## src/rtl/hazard_scoreboard_pkg.sv

```systemverilog
`default_nettype none
// +--------------------------------------------------------------------+
// | hazard_scoreboard_pkg                                              |
// | Shared pipeline constants and encodings for the hazard scoreboard. |
// | Revision: 1.0                                                      |
// +--------------------------------------------------------------------+
package hazard_scoreboard_pkg;

    localparam int NREG     = 32;
    localparam int REG_W    = 5;
    localparam int LOAD_LAT = 2;
    localparam int CNT_W    = 3;

    typedef enum logic [1:0] {
        CLASS_ALU  = 2'b00,
        CLASS_LOAD = 2'b01,
        CLASS_LONG = 2'b10,
        CLASS_RSVD = 2'b11
    } id_class_e;

    typedef enum logic [1:0] {
        CAUSE_NONE = 2'b00,
        CAUSE_RAW  = 2'b01,
        CAUSE_WAW  = 2'b10,
        CAUSE_BUSY = 2'b11
    } stall_cause_e;

endpackage
`default_nettype wire

```

## src/rtl/hazard_scoreboard_src_check.sv

```systemverilog
`default_nettype none
// +--------------------------------------------------------------------+
// | scb_src_check                                                      |
// | RAW hazard test for one source operand, with writeback bypass.     |
// | Revision: 1.0                                                      |
// +--------------------------------------------------------------------+
module scb_src_check #(
    parameter int NREG  = 32,
    parameter int REG_W = 5
) (
    input  logic [REG_W-1:0] i_idx,
    input  logic             i_used,
    input  logic [NREG-1:0]  i_cnt_busy,
    input  logic [NREG-1:0]  i_pend,
    input  logic             i_wb_valid,
    input  logic [REG_W-1:0] i_wb_rd,
    output logic             o_hazard
);

    logic w_tracked;
    logic w_wb_hit;

    assign w_tracked = i_used && (i_idx != '0);
    // A writeback landing this cycle feeds the consumer directly.
    assign w_wb_hit  = i_wb_valid && (i_wb_rd == i_idx);
    assign o_hazard  = w_tracked && (i_cnt_busy[i_idx] || (i_pend[i_idx] && !w_wb_hit));

endmodule
`default_nettype wire

```

## src/rtl/hazard_scoreboard.sv

```systemverilog
`default_nettype none
// +--------------------------------------------------------------------+
// | hazard_scoreboard                                                  |
// | Decode-stage producer tracker: stalls issue on RAW/WAW/busy.       |
// | Revision: 1.0                                                      |
// +--------------------------------------------------------------------+
module hazard_scoreboard #(
    parameter int NREG     = hazard_scoreboard_pkg::NREG,
    parameter int REG_W    = hazard_scoreboard_pkg::REG_W,
    parameter int LOAD_LAT = hazard_scoreboard_pkg::LOAD_LAT,
    parameter int CNT_W    = hazard_scoreboard_pkg::CNT_W
) (
    input  logic             clk,
    input  logic             rst,
    input  logic             id_valid,
    input  logic [REG_W-1:0] id_rs1,
    input  logic [REG_W-1:0] id_rs2,
    input  logic             id_rs1_used,
    input  logic             id_rs2_used,
    input  logic [REG_W-1:0] id_rd,
    input  logic             id_rd_wr,
    input  logic [1:0]       id_class,
    input  logic             flush,
    input  logic             wb_valid,
    input  logic [REG_W-1:0] wb_rd,
    output logic             issue_ready,
    output logic [1:0]       stall_cause,
    output logic             long_busy,
    output logic             protocol_err
);

    import hazard_scoreboard_pkg::*;

    localparam logic [CNT_W-1:0] c_load_cnt = CNT_W'(LOAD_LAT - 1);

    logic [CNT_W-1:0] r_cnt [NREG];
    logic [NREG-1:0]  r_pend;
    logic             r_long_busy;
    logic             r_protocol_err;

    logic [NREG-1:0]  w_cnt_busy;
    logic             w_raw1;
    logic             w_raw2;
    logic             w_waw;
    logic             w_busy;
    logic             w_issue;
    logic             w_rd_write;
    logic             w_wb_bad;
    id_class_e        w_class;
    stall_cause_e     w_cause;

    generate
        for (genvar g = 0; g < NREG; g++) begin : g_cnt_busy
            assign w_cnt_busy[g] = (r_cnt[g] != '0);
        end
    endgenerate

    scb_src_check #(.NREG(NREG), .REG_W(REG_W)) u_rs1_check (
        .i_idx      (id_rs1),
        .i_used     (id_rs1_used),
        .i_cnt_busy (w_cnt_busy),
        .i_pend     (r_pend),
        .i_wb_valid (wb_valid),
        .i_wb_rd    (wb_rd),
        .o_hazard   (w_raw1)
    );

    scb_src_check #(.NREG(NREG), .REG_W(REG_W)) u_rs2_check (
        .i_idx      (id_rs2),
        .i_used     (id_rs2_used),
        .i_cnt_busy (w_cnt_busy),
        .i_pend     (r_pend),
        .i_wb_valid (wb_valid),
        .i_wb_rd    (wb_rd),
        .o_hazard   (w_raw2)
    );

    assign w_class    = id_class_e'(id_class);
    assign w_waw      = id_rd_wr && (id_rd != '0) && r_pend[id_rd] &&
                        !(wb_valid && (wb_rd == id_rd));
    assign w_busy     = (w_class == CLASS_LONG) && r_long_busy && !wb_valid;
    assign w_issue    = id_valid && issue_ready && !flush;
    assign w_rd_write = w_issue && id_rd_wr && (id_rd != '0);
    assign w_wb_bad   = (wb_rd == '0) || !r_pend[wb_rd];

    always_comb begin
        w_cause = CAUSE_NONE;
        if (!rst && id_valid) begin
            if (w_raw1 || w_raw2) begin
                w_cause = CAUSE_RAW;
            end else if (w_waw) begin
                w_cause = CAUSE_WAW;
            end else if (w_busy) begin
                w_cause = CAUSE_BUSY;
            end
        end
    end

    assign issue_ready  = !rst && (w_cause == CAUSE_NONE);
    assign stall_cause  = w_cause;
    assign long_busy    = r_long_busy;
    assign protocol_err = r_protocol_err;

    // Later assignments win: issue overrides decrement, and a LONG issue overrides writeback clear.
    always_ff @(posedge clk) begin
        if (rst) begin
            for (int i = 0; i < NREG; i++) begin
                r_cnt[i] <= '0;
            end
            r_pend         <= '0;
            r_long_busy    <= 1'b0;
            r_protocol_err <= 1'b0;
        end else begin
            for (int i = 0; i < NREG; i++) begin
                if (flush) begin
                    r_cnt[i] <= '0;
                end else if (w_cnt_busy[i]) begin
                    r_cnt[i] <= r_cnt[i] - CNT_W'(1);
                end
            end

            if (wb_valid) begin
                if (w_wb_bad) begin
                    r_protocol_err <= 1'b1;
                end else begin
                    r_pend[wb_rd] <= 1'b0;
                    r_long_busy   <= 1'b0;
                end
            end

            if (w_rd_write) begin
                case (w_class)
                    CLASS_LOAD: r_cnt[id_rd] <= c_load_cnt;
                    CLASS_LONG: begin
                        r_cnt[id_rd]  <= '0;
                        r_pend[id_rd] <= 1'b1;
                        r_long_busy   <= 1'b1;
                    end
                    default:    r_cnt[id_rd] <= '0;
                endcase
            end
        end
    end

endmodule
`default_nettype wire
```

## config.mk

```make
export PLATFORM = sky130hd
export DESIGN_NAME = hazard_scoreboard
export DESIGN_NICKNAME = d
export VERILOG_FILES = /design/src/rtl/hazard_scoreboard_pkg.sv /design/src/rtl/hazard_scoreboard_src_check.sv /design/src/rtl/hazard_scoreboard.sv
export SDC_FILE = /design/constraint.sdc
export NUM_CORES = 1
export LEC_CHECK = 0
export BUFFER_PORTS_ARGS = -buffer_cell sky130_fd_sc_hd__buf_4
export CORE_MARGIN = 1.5
export CORE_UTILIZATION = 35
export DETAILED_ROUTE_END_ITERATION = 12
export GPL_ROUTABILITY_DRIVEN = 0
export PLACE_DENSITY = 0.53
export SLEW_MARGIN = 20
export SYNTH_ARGS = -nofsm -noshare
export SYNTH_HDL_FRONTEND = slang
export SYNTH_SLANG_ARGS = --single-unit
```

## constraint.sdc

```tcl
create_clock -name clk -period 5.4 [get_ports clk]
set_clock_uncertainty 0.05 [all_clocks]
set_input_delay 1.08 -clock clk [delete_from_list [all_inputs] [get_ports clk]]
set_output_delay 1.08 -clock clk [all_outputs]
set_load 0.05 [all_outputs]
```

After elaboration in Yosys (flattened, before gate mapping)

Memories as Yosys holds them, arrays and structs flattened.
Cells that the tools add are included.
Widths: inputs -> output; s select.

Word-level logic and storage cells: 428
Memories kept: 1
Memory bits (read-only): 0
Bits in latches: 0
Output and inout port bits: 5
Flip-flop bits (word level): 34
RAM bits: 96

Memories:

| name  | depth | width | rd ports | clocked after memory_dff | write ports | line                    | text |
|---|---|---|---|---|---|---|---|
| r_cnt | 32    | 3     | 32       | 0                        | 33          | hazard_scoreboard.sv:36 | `logic [CNT_W-1:0] r_cnt [NREG];` |

Shift operators: 0
Add/subtract/negate cells: 32
Muxes and demuxes: 240
Eq/ne operators: 5
Divide/modulo/power cells: 0
Order comparisons: 6
Bitwise logic cells: 69
Reduce and logical (&&, ||, !) cells: 72
$mul: 0

Operators by type and width:

| operator            | count |
|---|---|
| $mux 3              | 66 |
| $mux 32             | 5 |
| $mux 1              | 157 |
| $reduce_bool 3->1   | 32 |
| $sub 3x1->3 const B | 32 |
| $or 1x1->1          | 66 |
| $and 32x32->32      | 1 |
| $not 32->32         | 1 |
| $or 32x32->32       | 1 |
| $bmux 1 s5          | 6 |
| $lt 5x6->1 const B  | 4 |
| $logic_and 1x1->1   | 22 |
| $eq 5x5->1          | 3 |
| $reduce_bool 5->1   | 3 |
| $demux 1 s5         | 2 |
| $ge 5x1->1 const B  | 2 |
| $mux 2              | 4 |
| $logic_not 1->1     | 7 |
| $logic_not 5->1     | 1 |
| $logic_or 1x1->1    | 4 |
| $eq 2x1->1 const B  | 1 |
| $eq 2x2->1 const B  | 1 |
| $logic_not 2->1     | 1 |
| $reduce_and 2->1    | 1 |
| $reduce_or 2->1     | 1 |

Longest topological paths before layout

Word-level depth: 20
Mapped depth: 12
Depth with buffers taken out: 10

By module

From an unflattened synthesis, not the netlist that was laid out.

Cell total of the unflattened synthesis: 1,096
Area total of the unflattened synthesis: 9,844.4 um^2

By module, submodules not included:

| module            | sequential area each (um^2) | times used | cells an instance | area an instance (um^2) |
|---|---|---|---|---|
| hazard_scoreboard | 2,922.8                     | 1          | 984               | 8,423.1 |
| scb_src_check     | 0.0                         | 2          | 56                | 710.7 |

Worst setup path after synthesis

No wires, ideal clock.

Path type: input-to-output
Start: input port id_rs1[1]
End: output port stall_cause[1]
Data arrival time: 4.350 ns
Setup slack: -0.080 ns
Stages on the path: 8
Required time: 4.270 ns
Buffers on the path: 1
Cell sequence: clkbuf_1 -> mux4_2 -> mux2_2 -> a2111oi_2 -> o21ai_1 -> a22oi_2 -> o21a_1 -> nor4bb_1

Word-level cells in the longest chain between the ends: 9
Elaborated cells between the ends (all ways): 15
Classes of those cells: eq/ne: 1; mux: 6; reduce/logical: 8

Ends and longest elaborated chain:

| element                                                            | line                              | text |
|---|---|---|
| start: declaration                                                 | hazard_scoreboard.sv:16           | `input logic [REG_W-1:0] id_rs1,` |
| parallel branches: the longest is 5 deep, another holds $bmux 1 s5 | -                                 |  |
| $logic_and 1x1->1 *                                                | hazard_scoreboard_src_check.sv:26 | `assign o_hazard = w_tracked && (i_cnt_busy[i_idx] \|\| (i_pend[i_idx] && !w_wb_hit));` |
| $logic_or 1x1->1 *                                                 | hazard_scoreboard.sv:89           | `if (w_raw1 \|\| w_raw2) begin` |
| $mux 2 *                                                           | hazard_scoreboard.sv:89           |  |
| $mux 2 *                                                           | hazard_scoreboard.sv:88           | `if (!rst && id_valid) begin` |
| end: declaration                                                   | hazard_scoreboard.sv:27           | `output logic [1:0] stall_cause,` |

Every way passes the cells marked *. The select of a mux whose other input is x is not followed.

Worst setup path after layout

Start: input port id_rs1[0]
End: output port stall_cause[1]

The elaborated chain is that of the path after synthesis.

==> metrics <==
post-route minimum period 4.89 ns; antenna violations before repair 0; Setup Viol. Count Final 0; vias in the first global route 7339; element type at the critical path end output port; critical path launch point type primary input; WS Path Type primary input to output port; Hold WS 0.435 ns; Setup WS pre-CTS 0.553 ns; via count 7725; Root Driver clkbuf_16; DRC violations left 6; crit share post-route 0.906; ratio of cells with drive above 1 in the final layout 0.129; total grt overflow 0; utilization after layout 0.398; Placeable Area 26100 sq um; Slew @ Worst Pin 0.842 ns; First DRT Iteration DRCs 670; final setup TNS 0 ns; Die Span X 166 um; non-filler cells, final 1378; area delta synth->final 11.4%; # IOs 35; post-synthesis cell area 9340 sq um; Routed Antenna Nets 0; Max FO, Critical Path 17; CTS Buffer Depth 2; min-delay src r_cnt[0][1]; fin area 10400 sq um; I/O Buffers 34; WHS Endpoint r_cnt[0][1]; Routed Wire Length 26.7 mm; Post-synth EDFFs 32; nets@finish 1126; failing checks DRC; r2r setup slk 1.65 ns; most frequent cells in the layout dfxtp_1, nor3_1, inv_1; H-tree depth 4; dpl hpwl 18.3 mm; HP Class register to register; CTS resizes 0; CTS Sinks 130; # hold bufs at CTS 0; Critical Path Slowest Stage Cell mux4_2; # rows 59; critical path arrival 3.76 ns; Placed Area 9850 sq um; Netlist cell types 62; register area share after synthesis 0.313; R2R cell count 11; gr busiest metal met2; post-CTS setup buffers 0; PwrDens 283 nW/um^2; pin count of the biggest net entering global routing 52; DR vias/cell 5.61; met3 usage 0.0412; Fmax 204 MHz; worst skew pair latency 0.42 ns; outcome finished, violations left; clk slew on worst S/H paths 0.06 ns; Total GRT Usage 0.195; unrepaired setup endpoints after global routing false; Initial Utilization 0.357; die area 27700 sq um; Max-cap violations 0; GR Layer Usage met2 0.311; Final WS setup 0.506 ns; TritonCTS clock tree built; Syn. warnings 0; total CTS buffers 17; asr flop ratio synth 0; first-pass GRT wire length 42.1 mm; CP max stage delay 0.54 ns; VDD IR max 0.000196 V; GR Util met1 0.264; Yosys reg bits 130; dpl cells 1346; Detailed Routing Iterations Pass 1 9; most common cell after layout, fill and taps aside dfxtp_1; final hold vios 0; ys flop type dfxtp_1; die height 166 um; WL/cell 19.3 um; mean area per synthesized cell 9.08 sq um; Slew HR 0.437; overall power 2.94 mW; r2r startpoint r_cnt[31][0]; Leakage 3.89 nW; worst-path cell chain buf_4, mux4_2, mux2_2, a2111oi_2, o21ai_1, a22oi_2, o21a_1, nor4bb_2, buf_4; syn nets 1125; crit-path most repeated cell buf_4; synthesized instance count 1029; WP data required 4.27 ns; # diodes 0; Slew Limit Fails 0; hold path depth 2; Reg-to-Reg End r_pend[19]
==> registers in the layout (all words and copies together), names as in the netlist <==
| name | cells |
|---|---|
| r_cnt | 96 |
| r_pend | 32 |
| long_busy | 1 |
| protocol_err | 1 |
==> critical path: cells and delay by family <==
kind | cells | cell delay [ns]
multiplexers | 2 | 0.83
AO/OA/AOI/OAI | 4 | 1.02
AND/OR/NAND/NOR | 1 | 0.32
buffers and inverters | 2 | 0.50
==> cell usage after synthesis (3+ instances only) <==
cell type | instances | area (sq um)
a21oi_1 | 39 | 195
a31oi_1 | 3 | 18.8
a32oi_1 | 3 | 26.3
and3b_1 | 5 | 43.8
buf_1 | 4 | 15.0
buf_2 | 12 | 60.1
clkbuf_1 | 41 | 154
dfxtp_1 | 98 | 1960
edfxtp_1 | 32 | 961
ha_1 | 66 | 826
inv_1 | 81 | 304
mux2_2 | 7 | 78.8
mux2i_1 | 71 | 711
mux4_2 | 39 | 878
nand2_1 | 19 | 71.3
nand2b_1 | 24 | 150
nand3_1 | 25 | 125
nand3b_1 | 24 | 180
nand4_1 | 4 | 25.0
nor2_1 | 72 | 270
nor2b_1 | 66 | 413
nor3_1 | 87 | 435
nor3_2 | 6 | 60.1
nor3b_1 | 9 | 67.6
nor4_1 | 5 | 31.3
o211a_1 | 3 | 30.0
o211ai_1 | 4 | 30.0
o21ai_0 | 57 | 285
o21ai_1 | 9 | 45.0
o22ai_1 | 5 | 31.3
o31a_1 | 3 | 26.3
o41ai_1 | 6 | 52.6
or2_2 | 6 | 37.5
or3_1 | 39 | 244
or4_1 | 5 | 37.5
xnor2_1 | 10 | 87.6
xor2_1 | 5 | 43.8
==> worst max-delay path by stage <==
stage,start,to,slack (ns),cells past startpoint
4_1_cts,id_rs1[0],stall_cause[1],0.52,9
3_5_place_dp,id_rs1[0],stall_cause[1],0.55,9
2_1_floorplan,id_rs1[1],stall_cause[1],0.46,8
3_3_place_gp,id_rs1[0],stall_cause[1],0.57,9
5_1_grt,id_rs1[0],stall_cause[1],0.35,9
6_report,id_rs1[0],stall_cause[1],0.51,9
==> power breakdown <==
group	internal (mW)	switching [mW]
Combinational	0.294	0.435
Sequential	1.07	0.0344
Clock	0.680	0.428
==> final cells by class <==
cell class	count	area, sq um
fill	2647	15700
multi-input combinational	758	5880
sequential	130	2920
clock buffer	26	499
tap	335	419
timing repair buffer	41	320
inverter	82	308
clock inverter	6	56.3
==> routing by layer <==
metal	up-vias	share of wire
met5	-	0
met3	44	0.077
met1	3683	0.45
met4	0	0.021
met2	284	0.45
li1	3714	-
==> cells by family (layout without fill, tap and decap cells) <==
group	after synthesis	in the layout	synth area share
xor gates and xnor gates	15	15	0.0141
and+or+nand+nor	403	403	0.241
DFF	130	130	0.313
AOI/OAI and AO/OA	157	157	0.105
adders and majority gates	66	66	0.0884
buffers and inverters	141	155	0.0599
muxes	117	117	0.179
No activity file was read; power rests on OpenSTA's default activity.
